$ cat src/rtl/ysyx_220053_ibus_responder.sv
// Icache refill responder: one 128-bit line per request, fetched as a 2-beat 64-bit burst.
// Optional one-entry line buffer enabled by defining YSYX_220053_IBUS_LINEBUF_EN.
module ysyx_220053_ibus_responder #(
  parameter logic [63:0] MEM_BASE = 64'h8000_0000,
  parameter logic [63:0] MEM_SIZE = 64'h0800_0000
) (
  input  logic          clk,
  input  logic          rst,
  input  logic [63:0]   i_rw_addr_i,
  input  logic          i_rw_req_i,
  input  logic          i_rw_valid_i,
  output logic [127:0]  i_data_read_o,
  output logic          i_rw_ready_o,
  output logic          mem_ar_valid_o,
  input  logic          mem_ar_ready_i,
  output logic [63:0]   mem_ar_addr_o,
  input  logic          mem_r_valid_i,
  output logic          mem_r_ready_o,
  input  logic [63:0]   mem_r_data_i,
  input  logic          mem_r_last_i,
  input  logic          flush_i,
  output logic          err_o
);

  typedef enum logic [2:0] {
    IDLE = 3'd0,
    AR   = 3'd1,
    R0   = 3'd2,
    R1   = 3'd3,
    RESP = 3'd4
  } state_t;

  state_t         state_q, state_d;
  logic [63:0]    addr_q, addr_d;
  logic [127:0]   data_q, data_d;
  logic           err_q, err_d;

  logic [63:0]    line_addr;
  logic           in_range;
  logic           hit;
  logic [127:0]   hit_dat;

  assign line_addr = {i_rw_addr_i[63:4], 4'b0};
  // 65-bit compare so MEM_BASE + MEM_SIZE cannot wrap
  assign in_range  = ({1'b0, line_addr} >= {1'b0, MEM_BASE}) &&
                     ({1'b0, line_addr} <  ({1'b0, MEM_BASE} + {1'b0, MEM_SIZE}));

`ifdef YSYX_220053_IBUS_LINEBUF_EN
  logic           buf_vld_q, buf_vld_d;
  logic [59:0]    buf_tag_q, buf_tag_d;
  logic [127:0]   buf_dat_q, buf_dat_d;
  logic           unused_bits;

  assign unused_bits = ^i_rw_addr_i[3:0];
  assign hit         = buf_vld_q && !flush_i && (buf_tag_q == i_rw_addr_i[63:4]);
  assign hit_dat     = buf_dat_q;

  always_comb begin
    buf_vld_d = buf_vld_q;
    buf_tag_d = buf_tag_q;
    buf_dat_d = buf_dat_q;
    if (state_q == R1 && mem_r_valid_i) begin
      buf_vld_d = 1'b1;
      buf_tag_d = addr_q[63:4];
      buf_dat_d = {mem_r_data_i, data_q[63:0]};
    end
    if (flush_i) begin
      buf_vld_d = 1'b0;
    end
  end

  always_ff @(posedge clk or posedge rst) begin
    if (rst) begin
      buf_vld_q <= 1'b0;
      buf_tag_q <= '0;
      buf_dat_q <= '0;
    end else begin
      buf_vld_q <= buf_vld_d;
      buf_tag_q <= buf_tag_d;
      buf_dat_q <= buf_dat_d;
    end
  end
`else
  logic           unused_bits;

  assign unused_bits = ^{flush_i, i_rw_addr_i[3:0]};
  assign hit         = 1'b0;
  assign hit_dat     = '0;
`endif

  always_comb begin
    state_d = state_q;
    addr_d  = addr_q;
    data_d  = data_q;
    err_d   = err_q;
    case (state_q)
      IDLE: begin
        if (i_rw_valid_i) begin
          addr_d = line_addr;
          if (i_rw_req_i || !in_range) begin
            data_d  = '0;
            err_d   = 1'b1;
            state_d = RESP;
          end else if (hit) begin
            data_d  = hit_dat;
            state_d = RESP;
          end else begin
            state_d = AR;
          end
        end
      end
      AR: begin
        if (mem_ar_ready_i) begin
          state_d = R0;
        end
      end
      R0: begin
        if (mem_r_valid_i) begin
          data_d[63:0] = mem_r_data_i;
          if (mem_r_last_i) begin
            err_d = 1'b1;
          end
          state_d = R1;
        end
      end
      R1: begin
        if (mem_r_valid_i) begin
          data_d[127:64] = mem_r_data_i;
          if (!mem_r_last_i) begin
            err_d = 1'b1;
          end
          state_d = RESP;
        end
      end
      RESP: begin
        state_d = IDLE;
      end
      default: begin
        state_d = IDLE;
      end
    endcase
  end

  always_ff @(posedge clk or posedge rst) begin
    if (rst) begin
      state_q <= IDLE;
      addr_q  <= '0;
      data_q  <= '0;
      err_q   <= 1'b0;
    end else begin
      state_q <= state_d;
      addr_q  <= addr_d;
      data_q  <= data_d;
      err_q   <= err_d;
    end
  end

  assign i_data_read_o  = data_q;
  assign i_rw_ready_o   = (state_q == RESP);
  assign mem_ar_valid_o = (state_q == AR);
  assign mem_ar_addr_o  = addr_q;
  assign mem_r_ready_o  = (state_q == R0) || (state_q == R1);
  assign err_o          = err_q;

endmodule

$ cat config.mk
export PLATFORM = sky130hd
export DESIGN_NAME = ysyx_220053_ibus_responder
export DESIGN_NICKNAME = d
export VERILOG_FILES = /design/src/rtl/ysyx_220053_ibus_responder.sv
export SDC_FILE = /design/constraint.sdc
export NUM_CORES = 1
export LEC_CHECK = 0
export ABC_AREA = 1
export BUFFER_PORTS_ARGS = -buffer_cell sky130_fd_sc_hd__buf_4
export CORE_MARGIN = 3
export CORE_UTILIZATION = 40
export DETAILED_ROUTE_END_ITERATION = 10
export MAX_ROUTING_LAYER = met4
export PLACE_DENSITY = 0.69
export REMOVE_ABC_BUFFERS = 1
export SLEW_MARGIN = 40
export SYNTH_ARGS = -nofsm -noshare
export SYNTH_HDL_FRONTEND = slang
export SYNTH_SLANG_ARGS = --single-unit
$ cat constraint.sdc
create_clock -name clk -period 8.4 [get_ports clk]
set_input_delay 0.84 -clock clk [delete_from_list [all_inputs] [get_ports clk]]
set_output_delay 0.84 -clock clk [all_outputs]
set_load 0.02 [all_outputs]
==> flow_summary.ini, run 1 <==
[finish]
final_cell_area_mm2 = 0.0107
drive_above_1_share_pct = 39.5
syn2layout_area_growth_pct = 40.6
nNetsFinal = 1223
final_common_cell = nand2_1
n_fill_cell = 1627
final_cell_mix = nand2_1 (406), buf_4 (327), dfrtp_1 (192)
multi_input_area_mm2 = 0.00245
antennaDiodeCount = 0
ff_latch_area_mm2 = 0.00480

[power]
power.leakage_nw = 6.01
ir_drop_mv = 0.191
powerDensity_mw_per_mm2 = 400

[critical_path]
critPathLaunchType = primary input
cpMaxStageDelayCell = buf_4
worst_setup_path_end_kind = register
slowest_delay_ns = 0.52
worst_path_most_repeated_cell = nand2_1
worstPathCellList = buf_4 -> nor2_1 -> nand2_1 -> nor2_1 -> nand3_1 -> o21bai_1 -> nand2_1 -> nand2_2 -> buf_4 -> nand2_1 -> nand2_1
worstSetupPathType = primary input to register
worst-path-max-fanout = 42
cp.required_ns = 8.76
critical_path_arrival_ns = 2.97

[timing]
tns_ns = 0
finalCritPeriodShare_pct = 31.0
slew_headroom_pct = 47.0
final-setup-viol-count = 0
grt_setup_unrepaired = no
skew_ns = 0.0126
clock.fmax_ghz = 0.384
layout_min_cycle_time_ns = 2.61
report.final.slew_viol_count = 0
hold_viol = 0
tightest_slew_ns = 0.795

[drt]
first_pass_iters = 4
routed-via-count = 6211
post_drt_via_cell_ratio = 4.68
wire_per_inst_um = 16.4
dr.first_iter.drc_count = 318
antenna_left = 0
wirelength_um = 21800
drc = 0

[die]
rows = 49
start_util_pct = 41.5
fp.dieW_um = 144
die_area_mm2 = 0.0207
die_h_um = 144
core_mm2 = 0.0183
io_pins = 332

[worst_hold_path]
hold_class = primary input to asynchronous set/reset pin

[clocking]
htree_levels = 4
insertion_delay_ns = 0.43
cts-resized-gates = 0
cts_hold_buf = 0
cts_buffers = 17
cts_buffer_depth = 2
cts_tree = yes
clock-sinks = 192
cts-root-buf = clkbuf_16
path_clk_slew_ns = 0.07
postCtsSetupBuffers = 0

[synthesis]
ys_seq_area_share_pct = 63.2
synth.distinct_cells = 24
synth_top_area_share_pct = 63.2
syn_area_mm2 = 0.00760
synth_top_cell_by_area = dfrtp_1
synth.avg_cell_area_um2 = 9.82
syn_inst = 774
ys_warn_count = 0
yosys-top-cells-area = dfrtp_1 (63%), nand2_1 (20%), mux2_2 (7.6%)
ys_seq_elements = 192

[global_routing]
grt_usage_pct = 21.3
grt_pass1_wl_um = 32900
grt_max_degree = 119
overflow = 0
grt_antenna_before_repair = 0
grt_pass1_vias = 6004

[run]
drv_cap = 0

[place]
gp_congestion = 0.811
numPortBuffers = 322
place_area_mm2 = 0.0101
place.detailed.hpwl_um = 15600

[run_status]
status = finished, final reports clean
## synthesized netlist by cell type (all sizes together)
cell type and instances:
a21oi 1, nand3 7, mux2 51, o21ai 11, nand2 419, nor2 22, buf 36, nor3 5
dfrtp 192, o21bai 1, clkbuf 1, a31oi 1, inv 24, conb 1, or2 2
## area by class of cell
class | count | share of cell area, %
inverter | 24 | 0.960
sequential | 192 | 45.0
clock buffer | 19 | 4.24
multi-input combinational | 524 | 22.9
tap | 229 | 2.68
timing repair buffer | 328 | 23.1
clock inverter | 12 | 1.16
## worst max-delay path: cells and delay by family
family                 cells  cell delay (ns)
buffers and inverters      2             0.64
AND/OR/NAND/NOR            8             1.19
AO/OA/AOI/OAI              1             0.23
## through the flow
stage / setup WS, ns / power (mW) / utilization (%) / hold slack, ns / std cells
final: 5.79 / 4.27 / 58.3 / 0.453 / 1328
after global routing: 5.54 / 4.53 / 58.3 / 0.488 / 1328
after CTS: 5.77 / 4.32 / 58.2 / 0.476 / 1328
after detailed placement: 5.32 / 3.51 / 55.1 / 0.459 / 1297
after global placement: 5.32 / 3.47 / 55.1 / 0.449 / 1297
after floorplan: 2.33 / 2.56 / - / 0.574 / 740
## cells by family (layout without fill, tap and decap cells)
group,after synthesis,in the layout,synth area share [%]
buffers and inverters,61,383,4.76
AO/OA/AOI/OAI,14,14,1.02
other,1,4,0.0494
flip-flops,192,192,63.2
multiplexers,51,51,7.56
AND/OR/NAND/NOR,455,455,23.4
## flip-flops by register name (all words and copies together), names as in the netlist
name,cells
err_o,1
i_data_read_o,128
mem_ar_addr_o,60
state_q,3
## worst paths after layout
path | from | endpoint | slack (ns) | depth (start not counted)
max | i_rw_addr_i[34] | i_data_read_o[19] | 5.79 | 11
min | rst | i_data_read_o[6] | 0.45 | 2
max reg2reg | state_q[0] | i_data_read_o[19] | 6.05 | 9
min reg2reg | i_data_read_o[76] | i_data_read_o[76] | 0.47 | 2
max in group asynchronous | rst | i_data_read_o[2] | 6.74 | 3
min in group clk | i_data_read_o[76] | i_data_read_o[76] | 0.47 | 2
## power breakdown
group | total (mW) | internal (mW) | switching, mW
clock | 0.803 | 0.432 | 0.371
combinational | 1.95 | 0.778 | 1.17
sequential | 1.51 | 1.30 | 0.214
## routing by layer
layer  share of wire [%]  global-route usage (%)  vias up
met5                   0                       -        -
met4                 2.0                    6.34        0
met3                 7.8                    6.42       24
met2                  48                    33.3      240
met1                  43                    26.8     2943
li1                    -                       -     3004
(Power assumes the default switching activity.)
==> run 2, diff against run 1 <==
==> constraint.sdc (replaced) <==
create_clock -name clk -period 2.7 [get_ports clk]
set_input_delay 0.27 -clock clk [delete_from_list [all_inputs] [get_ports clk]]
set_output_delay 0.27 -clock clk [all_outputs]
set_load 0.02 [all_outputs]
==> run 2 against run 1 <==
  * Critical path depth fell by 1
  * Clock power rose to 3.3 times the previous value
  * Worst hold slack got worse by 0.40 ns
  * Wire length rose by 0.28%
  * Critical path type is now register to register
  * Clock skew fell by 0.0026 ns
  * First-iteration DRC count fell by 27%
  * Count of clock-buffer cells in the layout did not move
  * Cell count rose by 0.45%
  * Global-route usage fell by 0.17 points
  * Sequential cell count did not move
  * Sequential power rose to 3.1 times the previous value
  * Combinational power rose to 3.1 times the previous value
==> flow_summary.ini, run 2 (synthesized netlist as in run 1, its figures left out) <==
[critical_path]
worstSetupPathType = register to register
worst-path-max-fanout = 37
regToRegStartpoint = state_q[0]
regToRegSetupSlack_ns = 0.68
cp.required_ns = 3.01
worstPathCellList = nor3_4 -> inv_2 -> or2_4 -> nand2_2 -> inv_2 -> nand2_1 -> inv_2 -> buf_12 -> nand2_1 -> nand2_1
critical_path_arrival_ns = 2.33
r2r-end = i_data_read_o[94]
critPathLaunchType = register
worstSetupPathDepth = 10
worst_setup_path_end_kind = register
slowest_delay_ns = 0.48
reg2regPathDepth = 10
cpMaxStageDelayCell = dfrtp_1
crit_buf_inv = 4
crit_family = simple AND/OR/NAND/NOR gates

[global_routing]
grt_antenna_before_repair = 0
grt_pass1_vias = 6055
grt_max_degree = 86
grt_pass1_wl_um = 32700
grt_usage_pct = 21.1
overflow = 0

[finish]
nNetsFinal = 1230
antennaDiodeCount = 0
final_cell_mix = nand2_1 (406), buf_4 (330), dfrtp_1 (192)
final_common_cell = nand2_1
drive_above_1_share_pct = 39.6
n_fill_cell = 1603
largest_register_ffs = 128
syn2layout_area_growth_pct = 42.4
final_cell_area_mm2 = 0.0108

[clocking]
cts-root-buf = clkbuf_16
cts_buffers = 17
cts_buffer_depth = 2
cts_tree = yes
insertion_delay_ns = 0.42
clock-sinks = 192
htree_levels = 4
path_clk_slew_ns = 0.07
cts-resized-gates = 0

[die]
rows = 49
core_mm2 = 0.0183
die_area_mm2 = 0.0207
die_h_um = 144
start_util_pct = 41.5
fp.dieW_um = 144
io_pins = 332

[drt]
wirelength_um = 21900
antenna_left = 0
routed-via-count = 6199
post_drt_via_cell_ratio = 4.65
dr.first_iter.drc_count = 231
first_pass_iters = 4
drc = 0
wire_per_inst_um = 16.4

[timing]
tightest_slew_ns = 0.612
layout_min_cycle_time_ns = 2.02
grt_setup_unrepaired = no
report.final.slew_viol_count = 0
tns_ns = 0
hold_viol = 0
skew_ns = 0.0101
final-setup-viol-count = 0
slew_headroom_pct = 59.2
clock.fmax_ghz = 0.496
finalCritPeriodShare_pct = 74.7

[worst_hold_path]
min_delay_worst_endpoint = i_data_read_o[79]
hold_path.startpoint = mem_r_data_i[15]
min_path_cells = 3
hold_class = primary input to register

[place]
gp_congestion = 0.807
numPortBuffers = 322
place_area_mm2 = 0.0102
place.detailed.hpwl_um = 16000

[power]
ir_drop_mv = 0.510
powerDensity_mw_per_mm2 = 1250
power.leakage_nw = 6.07

[run]
drv_cap = 0

[run_status]
status = finished, final reports clean
## run 2: cell count changes in the layout (fill, tap and decap cells not counted), sizes merged
cell / change
buf: +6
dlygate4sd3: +1
bufinv: +3
clkinv: -1
inv: -3
## run 2: worst max-delay path by stage
stage	start	end
final	state_q[0]	i_data_read_o[94]
after global routing	state_q[2]	i_data_read_o[94]
after CTS	state_q[0]	i_data_read_o[94]
after detailed placement	state_q[0]	i_data_read_o[94]
after global placement	state_q[0]	i_data_read_o[94]
after floorplan	rst	err_o
## run 2: report_power, final
group          internal (mW)  switching [mW]  leakage (nW)
Sequential              4.05           0.670          2.50
Clock                   1.58            1.09         0.293
Combinational           2.48            3.65          3.28
Total                   8.10            5.41          6.07
## run 2: what timing repair did
| action | 4_1_cts | 5_1_grt |
|---|---|---|
| hold buffers | 1 | 0 |
| hold endpoints to repair | 81 | 0 |
| setup buffers | 0 | 0 |
## run 2: layout make-up
type | count | area (µm²) | share of cell area (%)
multi-input cells | 524 | 2450 | 22.6
clock inverters | 11 | 178 | 1.64
inverters | 24 | 97.6 | 0.902
flip-flops and latches | 192 | 4800 | 44.4
clock buffers | 19 | 443 | 4.09
well taps | 229 | 287 | 2.65
repair buffers | 335 | 2570 | 23.7
## run 2: routing by layer
metal	vias to the layer above	track usage [%]	wire length, µm
met4	0	5.75	346
met2	250	33.9	10700
met3	24	6.32	1870
met1	2917	26.1	8970
li1	3008	-	-
met5	-	-	0
## run 2: stage by stage
stage / util [%] / power (mW) / worst slack (ns) / cells / hold WS (ns)
2_1_floorplan: - / 7.97 / -2.80 / 740 / 0.387
3_3_place_gp: 55.6 / 10.9 / 0.717 / 1303 / 0.422
3_5_place_dp: 55.6 / 11.0 / 0.662 / 1303 / 0.422
4_1_cts: 59.0 / 13.7 / 0.646 / 1334 / 0.0304
5_1_grt: 59.0 / 14.3 / 0.494 / 1334 / 0.0359
6_report: 59.0 / 13.5 / 0.683 / 1334 / 0.0561
## run 2: worst reg2reg max path, stage by stage, from the launching register on
cell	delay, ns
dfrtp_1	0.48
nor3_4	0.25
inv_2	0.05
or2_4	0.25
nand2_2	0.08
inv_2	0.05
nand2_1	0.07
inv_2	0.22
buf_12	0.28
nand2_1	0.12
nand2_1	0.05
==> run 3, diff against run 2 <==
--- a/config.mk
+++ b/config.mk
@@ -5,13 +5,13 @@
 export SDC_FILE = /design/constraint.sdc
 export NUM_CORES = 1
 export LEC_CHECK = 0
-export ABC_AREA = 1
+export ABC_AREA = 0
 export BUFFER_PORTS_ARGS = -buffer_cell sky130_fd_sc_hd__buf_4
 export CORE_MARGIN = 3
 export CORE_UTILIZATION = 40
 export DETAILED_ROUTE_END_ITERATION = 10
 export MAX_ROUTING_LAYER = met4
-export PLACE_DENSITY = 0.69
+export PLACE_DENSITY = 0.7
 export REMOVE_ABC_BUFFERS = 1
 export SLEW_MARGIN = 40
 export SYNTH_ARGS = -nofsm -noshare
==> constraint.sdc (replaced) <==
create_clock -name clk -period 1.8 [get_ports clk]
set_input_delay 0.18 -clock clk [delete_from_list [all_inputs] [get_ports clk]]
set_output_delay 0.18 -clock clk [all_outputs]
set_load 0.02 [all_outputs]
==> run 3 against run 2 <==
  * The run now ends with setup timing left
  * Die area grew 10%
  * Setup slack lost 0.73 ns
  * Synthesized cell count shrank 22%
  * Cell count shrank 5.4%
  * Sequential power grew 8.7%
  * Total power shrank 9.1%
  * Non-clock buffer count grew 73
  * First-iteration DRC count grew 11%
  * Clock skew grew 0.0020 ns
  * Critical path type is now primary input to register
  * Critical endpoint is now state_q[0]
==> flow_summary.ini, run 3 <==
[global_routing]
grt_antenna_before_repair = 0
grt_usage_pct = 20.0
grt_pass1_vias = 6626
grt_max_degree = 74
overflow = 0
grt_pass1_wl_um = 34900

[die]
io_pins = 332
die_area_mm2 = 0.0228
fp.dieW_um = 151
core_mm2 = 0.0204
rows = 52
start_util_pct = 41.1
die_h_um = 151

[power]
ir_drop_mv = 0.757
powerDensity_mw_per_mm2 = 966
power.leakage_nw = 6.21
power.total_mw = 12.3

[synthesis]
syn_area_mm2 = 0.00840
synth-main-ff-cell = dfrtp_1
synth_top_cell_by_area = dfrtp_1
ys_seq_area_share_pct = 57.2
synth.distinct_cells = 33
synthArstFlopShare_pct = 100
ys_warn_count = 0
syn_inst = 603
synth_edf_count = 0
synth.most_common_cell = dfrtp_1
yosys-top-cells-area = dfrtp_1 (57%), mux2i_1 (15%), a21oi_2 (10%)
ys_seq_elements = 192
synth.avg_cell_area_um2 = 13.9
yosys-top-cells-count = dfrtp_1 (192), mux2i_1 (128), a21oi_2 (100), mux2_2 (60), buf_2 (32)
synth_top_area_share_pct = 57.2

[critical_path]
regToRegSetupSlack_ns = 0.07
worst_setup_path_end_kind = register
regToRegStartpoint = state_q[2]
reg2regPathDepth = 4
crit_family = buffers and inverters
critPathLaunchType = primary input
worst-path-max-fanout = 5
cpMaxStageDelayCell = dlygate4sd3_1
worstSetupPathType = primary input to register
r2r-end = mem_ar_addr_o[18]
slowest_delay_ns = 0.54
critical_path_arrival_ns = 2.19
crit_buf_inv = 3
worstPathCellList = dlygate4sd3_1 -> buf_4 -> nor4_2 -> and4_4 -> nand3_4 -> buf_6 -> a211oi_1
cp.required_ns = 2.13
worstSetupPathDepth = 7

[timing]
final-setup-viol-count = 2
hold_viol = 0
finalWorstSetupSlack_ns = -0.0510
layout_min_cycle_time_ns = 1.85
holdWs_ns = 0.0154
finalCritPeriodShare_pct = 103
skew_ns = 0.0121
report.final.slew_viol_count = 0
tns_ns = -0.0512
clock.fmax_ghz = 0.540

[drt]
wire_per_inst_um = 19.6
dr.first_iter.drc_count = 257
drc = 0
wirelength_um = 24700
routed-via-count = 6247
first_pass_iters = 4
post_drt_via_cell_ratio = 4.95
antenna_left = 0

[place]
gp_congestion = 0.754
place_area_mm2 = 0.0112
place.detailed.hpwl_um = 15200
dp.cells = 1168
numPortBuffers = 322
dpl_worst_slack_ns = -0.0297

[run]
drv_cap = 0

[clocking]
cts-root-buf = clkbuf_16
insertion_delay_ns = 0.43
htree_levels = 4
cts_tree = yes
postCtsSetupBuffers = 0
cts_buffer_depth = 2
clock-sinks = 192
path_clk_slew_ns = 0.08
cts_buffers = 17

[finish]
largest_register_ffs = 128
final_common_cell = buf_4
final_cell_area_mm2 = 0.0127
multi_input_area_mm2 = 0.00343
antennaDiodeCount = 0
nNetsFinal = 1115
ff_latch_area_mm2 = 0.00480
drive_above_1_share_pct = 56.4
final_cell_mix = buf_4 (323), dfrtp_1 (192), mux2i_1 (128)
n_fill_cell = 1627
finish.utilization_pct = 62.2
syn2layout_area_growth_pct = 51.3
stdcell_count = 1262

[worst_hold_path]
hold_path.startpoint = mem_r_data_i[11]
hold_class = primary input to register
min_delay_worst_endpoint = i_data_read_o[75]
min_path_cells = 3

[run_status]
status = finished, violations left
violations = setup timing
==> run 3: cell count changes after synthesis, sizes merged, moves of 5 or more <==
cell / change
a21oi: +130
mux2i: +128
nand3: -5
mux2: +9
nor4: +7
inv: -23
buf: +15
nor2: -20
o21ai: -11
nand2: -417
==> run 3: per-layer routing <==
metal | vias up | track usage, % | wire [µm]
met5 | - | - | 0
met2 | 234 | 32.1 | 12400
met3 | 30 | 5.36 | 1520
met1 | 3060 | 24.8 | 10400
li1 | 2923 | - | -
met4 | 0 | 6.53 | 421
==> run 3: area by class of cell <==
class                      instances  area share (%)
clock buffer                      18            3.45
clock inverter                    14            1.38
sequential                       192            37.8
multi-input combinational        359            27.0
timing repair buffer             408            27.7
inverter                           1          0.0886
tap                              270            2.66
==> run 3: worst reg2reg max path, stage by stage (launching register included) <==
cell and delay (ns):
dfrtp_1 0.41, nor4b_4 0.34, buf_4 0.22, buf_4 0.26, mux2_2 0.38
==> run 3: cell families after synthesis <==
logic type | after synthesis | share of synthesized area, %
mux | 188 | 23.3
compound gates | 136 | 12.7
flops | 192 | 57.2
buf+inv | 57 | 4.41
other cells | 1 | 0.0446
simple gates | 29 | 2.34
==> run 3: worst max-delay path by stage <==
stage	startpoint	to	slack, ns
4_1_cts	i_rw_addr_i[29]	i_data_read_o[105]	0.02
5_1_grt	i_rw_addr_i[29]	state_q[0]	-0.11
2_1_floorplan	state_q[2]	mem_ar_addr_o[10]	-23.46
3_5_place_dp	i_rw_addr_i[34]	i_data_read_o[101]	-0.03
6_report	i_rw_addr_i[29]	state_q[0]	-0.05
3_3_place_gp	i_rw_addr_i[34]	i_data_read_o[115]	0.002
==> run 3: power breakdown <==
group / switching, mW / internal (mW) / leakage (nW) / total [mW]
Combinational: 1.72 / 1.53 / 3.38 / 3.25
Sequential: 0.306 / 4.82 / 2.53 / 5.13
Clock: 1.87 / 2.03 / 0.301 / 3.91
Total: 3.89 / 8.39 / 6.21 / 12.3
==> run 3: timing repair <==
item | CTS | global route
hold buffers | 61 | 0
hold endpoints to repair | 116 | 0
gates resized for setup | 0 | 32
setup endpoints to repair | 0 | 148
